<file path="src/rtl/arith_div.sv">
// Iterative restoring divider: one quotient bit per clock, start/busy/done handshake.
// Optional macro ARITH_DIV_SIGNED_EN selects two's-complement operands (truncating division).
module arith_div #(
  parameter int WIDTH = 4
) (
  input  logic             clk,
  input  logic             rst_n,
  input  logic             start,
  input  logic [WIDTH-1:0] a,
  input  logic [WIDTH-1:0] b,
  output logic [WIDTH-1:0] q,
  output logic [WIDTH-1:0] r,
  output logic             busy,
  output logic             done,
  output logic             dz
);

  localparam int CW = (WIDTH > 2) ? $clog2(WIDTH) : 1;

  typedef enum logic [1:0] {
    S_IDLE,
    S_CALC,
    S_DONE
  } state_t;

  state_t           r_state;
  logic [CW-1:0]    r_cnt;
  logic [WIDTH-1:0] r_rem;
  logic [WIDTH-1:0] r_dvd;
  logic [WIDTH-1:0] r_div;

  logic [WIDTH:0]   w_shift;
  logic [WIDTH:0]   w_diff;
  logic             w_ge;
  logic [WIDTH-1:0] w_remNext;
  logic [WIDTH-1:0] w_qNext;
  logic [WIDTH-1:0] w_aMag;
  logic [WIDTH-1:0] w_bMag;
  logic [WIDTH-1:0] w_qOut;
  logic [WIDTH-1:0] w_rOut;

  // Partial remainder stays below the divisor, so the shifted value is below 2*b and
  // the top bit of the WIDTH+1 bit difference is a reliable borrow indicator.
  assign w_shift   = {r_rem, r_dvd[WIDTH-1]};
  assign w_diff    = w_shift - {1'b0, r_div};
  assign w_ge      = ~w_diff[WIDTH];
  assign w_remNext = w_ge ? w_diff[WIDTH-1:0] : w_shift[WIDTH-1:0];
  assign w_qNext   = {r_dvd[WIDTH-2:0], w_ge};

`ifdef ARITH_DIV_SIGNED_EN
  logic r_signQ;
  logic r_signR;

  // The most-negative operand's magnitude is still representable as an unsigned value.
  assign w_aMag = a[WIDTH-1] ? (~a + WIDTH'(1)) : a;
  assign w_bMag = b[WIDTH-1] ? (~b + WIDTH'(1)) : b;
  assign w_qOut = r_signQ ? (~w_qNext + WIDTH'(1)) : w_qNext;
  assign w_rOut = r_signR ? (~w_remNext + WIDTH'(1)) : w_remNext;

  always_ff @(posedge clk) begin
    if (!rst_n) begin
      r_signQ <= 1'b0;
      r_signR <= 1'b0;
    end else if ((r_state != S_CALC) && start) begin
      r_signQ <= a[WIDTH-1] ^ b[WIDTH-1];
      r_signR <= a[WIDTH-1];
    end
  end
`else
  assign w_aMag = a;
  assign w_bMag = b;
  assign w_qOut = w_qNext;
  assign w_rOut = w_remNext;
`endif

  always_ff @(posedge clk) begin
    if (!rst_n) begin
      r_state <= S_IDLE;
      r_cnt   <= '0;
      r_rem   <= '0;
      r_dvd   <= '0;
      r_div   <= '0;
      q       <= '0;
      r       <= '0;
      busy    <= 1'b0;
      done    <= 1'b0;
      dz      <= 1'b0;
    end else begin
      case (r_state)
        S_IDLE, S_DONE: begin
          r_state <= S_IDLE;
          busy    <= 1'b0;
          done    <= 1'b0;
          if (start) begin
            if (b != '0) begin
              r_state <= S_CALC;
              busy    <= 1'b1;
              r_cnt   <= CW'(WIDTH - 1);
              r_rem   <= '0;
              r_dvd   <= w_aMag;
              r_div   <= w_bMag;
              dz      <= 1'b0;
            end else begin
              r_state <= S_DONE;
              done    <= 1'b1;
              q       <= '1;
              r       <= a;
              dz      <= 1'b1;
            end
          end
        end
        S_CALC: begin
          r_rem <= w_remNext;
          r_dvd <= w_qNext;
          r_cnt <= r_cnt - CW'(1);
          if (r_cnt == '0) begin
            r_state <= S_DONE;
            q       <= w_qOut;
            r       <= w_rOut;
            busy    <= 1'b0;
            done    <= 1'b1;
          end
        end
        default: begin
          r_state <= S_IDLE;
          busy    <= 1'b0;
          done    <= 1'b0;
        end
      endcase
    end
  end

endmodule

</file>
<file path="config.mk">
export PLATFORM = sky130hd
export DESIGN_NAME = arith_div
export DESIGN_NICKNAME = d
export VERILOG_FILES = /design/src/rtl/arith_div.sv
export SDC_FILE = /design/constraint.sdc
export NUM_CORES = 1
export LEC_CHECK = 0
export BUFFER_PORTS_ARGS = -buffer_cell sky130_fd_sc_hd__buf_2
export CAP_MARGIN = 20
export CELL_PAD_IN_SITES_DETAIL_PLACEMENT = 1
export CELL_PAD_IN_SITES_GLOBAL_PLACEMENT = 1
export CORE_UTILIZATION = 43
export CTS_CLUSTER_SIZE = 25
export DETAILED_ROUTE_END_ITERATION = 10
export PLACE_DENSITY_LB_ADDON = 0.08
export SLEW_MARGIN = 15
export SYNTH_ARGS = -nofsm -noshare
export SYNTH_HDL_FRONTEND = slang
export SYNTH_SLANG_ARGS = --single-unit
</file>
<file path="constraint.sdc">
create_clock -name clk -period 4.4 [get_ports clk]
set_input_delay 0 -clock clk [delete_from_list [all_inputs] [get_ports clk]]
set_output_delay 0 -clock clk [all_outputs]
set_load 0.03 [all_outputs]
</file>
==> flow_metrics.tcl <==
set metrics [dict create \
    status "completed" \
    die_area_mm2 0.003081 \
    worst_slack_ns 1.667 \
    dp_slack_ns 2.271 \
    comb_power_share_pct 28.6 \
    synth_flop_cell "dfxtp_1" \
    grtUsageMet1_pct 25.89 \
    worst_pin_slew_ns 0.7128 \
    dieHeight_um 55.51 \
    drtIter0Drc 29 \
    antenna_found_initial 0 \
    reg2regPathDepth 9 \
    first_pass_iters 4 \
    nNetsFinal 188 \
    ios 22 \
    post-route-period-util_pct 62.11 \
    maxSlewHeadroom_pct 52.38 \
    postRouteAntennaNets 0 \
    synth_nets 156 \
    grt_pass1_vias 1138 \
    drive_gt1_share_pct 21.76 \
    maxCapViolations 0 \
    path_cells "inv_1 -> ha_1 -> fa_1 -> nand2b_4 -> a21oi_4 -> xor2_2 -> mux2i_1 -> a31oi_1 -> dlygate4sd3_1" \
    grt_max_degree 20 \
    gr-total-overflow 0 \
    cts_root_buffer "clkbuf_4" \
    clock_sinks 25 \
    post-route-util_pct 54.51 \
    gr-usage-met3_pct 3.044 \
    vias_per_cell 5.373 \
    antenna-diode-count 0 \
    arrival_ns 2.97 \
    path_delay_family "buffers and inverters" \
    clockBufferDepth 2 \
    path_depth 9 \
    rsz0062_at_grt "false" \
    hold_slack_ns 0.4676 \
    p_int_uw 338.3 \
    ir_drop_mv 0.2209 \
    cp-endpoint "r[1]$_SDFFE_PN0P_" \
    rrSetupSlack_ns 1.67 \
    cts.repair.resized 0 \
    drc 0 \
    post_drt_wl_per_cell_um 15.24 \
    hold_start "r_div[2]$_SDFFE_PN0P_" \
    timing.final.hold_violations 0 \
    cp-start-kind "flip-flop" \
    worstSkewPairLatency_ns 0.33 \
    crit_slowest_cell "dlygate4sd3_1" \
    seq_area_um2 500.5 \
    slew_violations 0 \
    switchingPower_uw 178.9 \
    multiInputGateArea_um2 668.1 \
    setup_viol 0 \
    r2r-end "r[1]$_SDFFE_PN0P_" \
    path_class "reg -> reg" \
    fmax_mhz 365.9 \
    drt_wl_total_um 3064 \
    die_w_um 55.51 \
    ys_warn_count 0 \
    fin_crit_ns 2.733 \
    rows 19 \
    grt_use_met2_pct 38.73 \
    fillers 329 \
    grtUsageTotal_pct 21.34 \
    crit_path_end_kind "flip-flop" \
    path_max_fanout 4 \
    crit_start "r_dvd[3]$_SDFFE_PN0P_" \
    seqPwrFrac_pct 50.1 \
    clock_skew_ns 0.006168 \
    timing.rr.start "r_dvd[3]$_SDFFE_PN0P_" \
    async_reset_ff_share_pct 0 \
    avgSynthCellArea_um2 8.857 \
    syn_area_mm2 0.001231 \
    netlist_instances 139 \
    cp.required_ns 4.64 \
    cp.buffers_inverters 2 \
    cts_max_level 1 \
    holdCritPathClass "reg -> reg" \
    ys_types 37 \
    core_area_mm2 0.002734 \
    synth-seq-cells 25 \
    critical_path.max_stage_delay_ns 0.58 \
    area_growth_pct 21.04 \
    place_congestion 0.7393 \
    io_buffers 21 \
    clkTransAtPathRegs_ns 0.15 \
    initial_utilization_pct 45.03 \
    dp_hpwl_um 2196 \
    sw_frac_of_total_pct 34.59 \
    p_clk_share_pct 21.3 \
    setup_tns_ns 0 \
    yosysSeqAreaShare_pct 40.65 \
    grt.busiest_layer "met2" \
    grt_pass1_wl_um 5140 \
    num_vias 1080 \
    cts_made_buffers 3 \
    p_leak_nw 0.6295 \
    synth_edf_count 0 \
    cts_tree "done" \
    power_density_mw_per_mm2 347.0 \
]
-- power groups by stage --
stage               sequential, mW  clock (mW)  combinational (mW)
finish                       0.259       0.110               0.148
global route                 0.261       0.118               0.161
CTS                          0.259       0.110               0.147
detailed placement           0.264           0               0.138
global placement             0.263           0               0.132
floorplan                    0.278           0              0.0891
-- metrics by stage --
| stage | std cells | total power, mW | cell area, um2 |
|---|---|---|---|
| after detailed placement | 185 | 0.4017 | 1343 |
| after global placement | 185 | 0.3951 | 1343 |
| after floorplan | 139 | 0.3670 | 1231 |
| after global routing | 201 | 0.5402 | 1490 |
| after CTS | 201 | 0.5161 | 1490 |
| final | 201 | 0.5171 | 1490 |
-- cells in the mapped netlist, types with 2 or more instances --
cell type | n | area share (%)
o21ai_1 | 2 | 0.81
inv_1 | 7 | 2.1
ha_1 | 5 | 5.1
o21ai_0 | 2 | 0.81
nand2b_1 | 5 | 2.5
o221a_1 | 3 | 2.7
buf_4 | 2 | 1.2
nand2_2 | 3 | 1.5
nand2_1 | 20 | 6.1
nand3_1 | 2 | 0.81
a311oi_1 | 5 | 3.6
mux2i_1 | 2 | 1.6
a21oi_1 | 7 | 2.8
a22oi_1 | 3 | 1.8
buf_2 | 2 | 0.81
a31oi_1 | 3 | 1.5
dfxtp_1 | 25 | 41
nor2_1 | 22 | 6.7
-- sequential cells by signal, indices dropped and copies added, names as in the netlist --
name,cells
r_cnt,2
q,4
dz,1
busy,1
done,1
r_rem,4
r_div,4
r,4
r_dvd,4
-- layout make-up --
class	instances	area share, %
multi-input combinational	100	44.84
clock inverter	1	0.3359
inverter	8	2.015
clock buffer	3	1.511
sequential	25	33.59
tap	31	2.603
timing repair buffer	33	15.11
-- worst min path at each step --
stage / to / slack, ns / cells past startpoint
6_report: r_div[2]$_SDFFE_PN0P_ / 0.47 / 2
5_1_grt: r_div[2]$_SDFFE_PN0P_ / 0.49 / 4
4_1_cts: r_div[2]$_SDFFE_PN0P_ / 0.47 / 2
3_5_place_dp: r_div[2]$_SDFFE_PN0P_ / 0.29 / 3
3_3_place_gp: r_div[2]$_SDFFE_PN0P_ / 0.28 / 3
2_1_floorplan: r_div[2]$_SDFFE_PN0P_ / 0.14 / 2
-- logic make-up after synthesis --
logic type               synth area share, %
AND/OR/NAND/NOR                        22.16
AO/OA/AOI/OAI                          20.53
flip-flops                             40.65
buffers and inverters                  5.080
adder cells (fa/ha/maj)                6.707
multiplexers                           2.845
XOR/XNOR                               2.033
-- per-layer routing --
layer | wire length (um) | vias up | part of all wire (%)
li1 | - | 537 | -
met1 | 1440 | 512 | 47
met2 | 1491 | 26 | 49
met3 | 90 | 5 | 2.9
met4 | 42 | 0 | 1.4
met5 | 0 | - | 0
-- worst min-delay path, cell delays in order (launching register included) --
cell and delay (ns):
dfxtp_1 0.34, nand2_1 0.05, a21oi_1 0.05
-- cells in the final DEF (no fill, tap or decap), drive strengths merged, types with 2 or more instances in the layout --
master / instances
a21oi: 9
dfxtp: 25
nand3: 2
nand2: 23
o21ai: 4
mux2i: 2
dlygate4sd3: 12
a311oi: 5
nor2: 23
nand2b: 6
ha: 5
o221a: 3
inv: 8
a31oi: 4
a22oi: 3
buf: 21
clkbuf: 3
-- timing repair --
action | CTS | global route
hold buffers | 12 | 0
setup buffers | 0 | 0
endpoints found under the hold margin | 15 | 0
No activity file was read; power rests on OpenSTA's default activity.
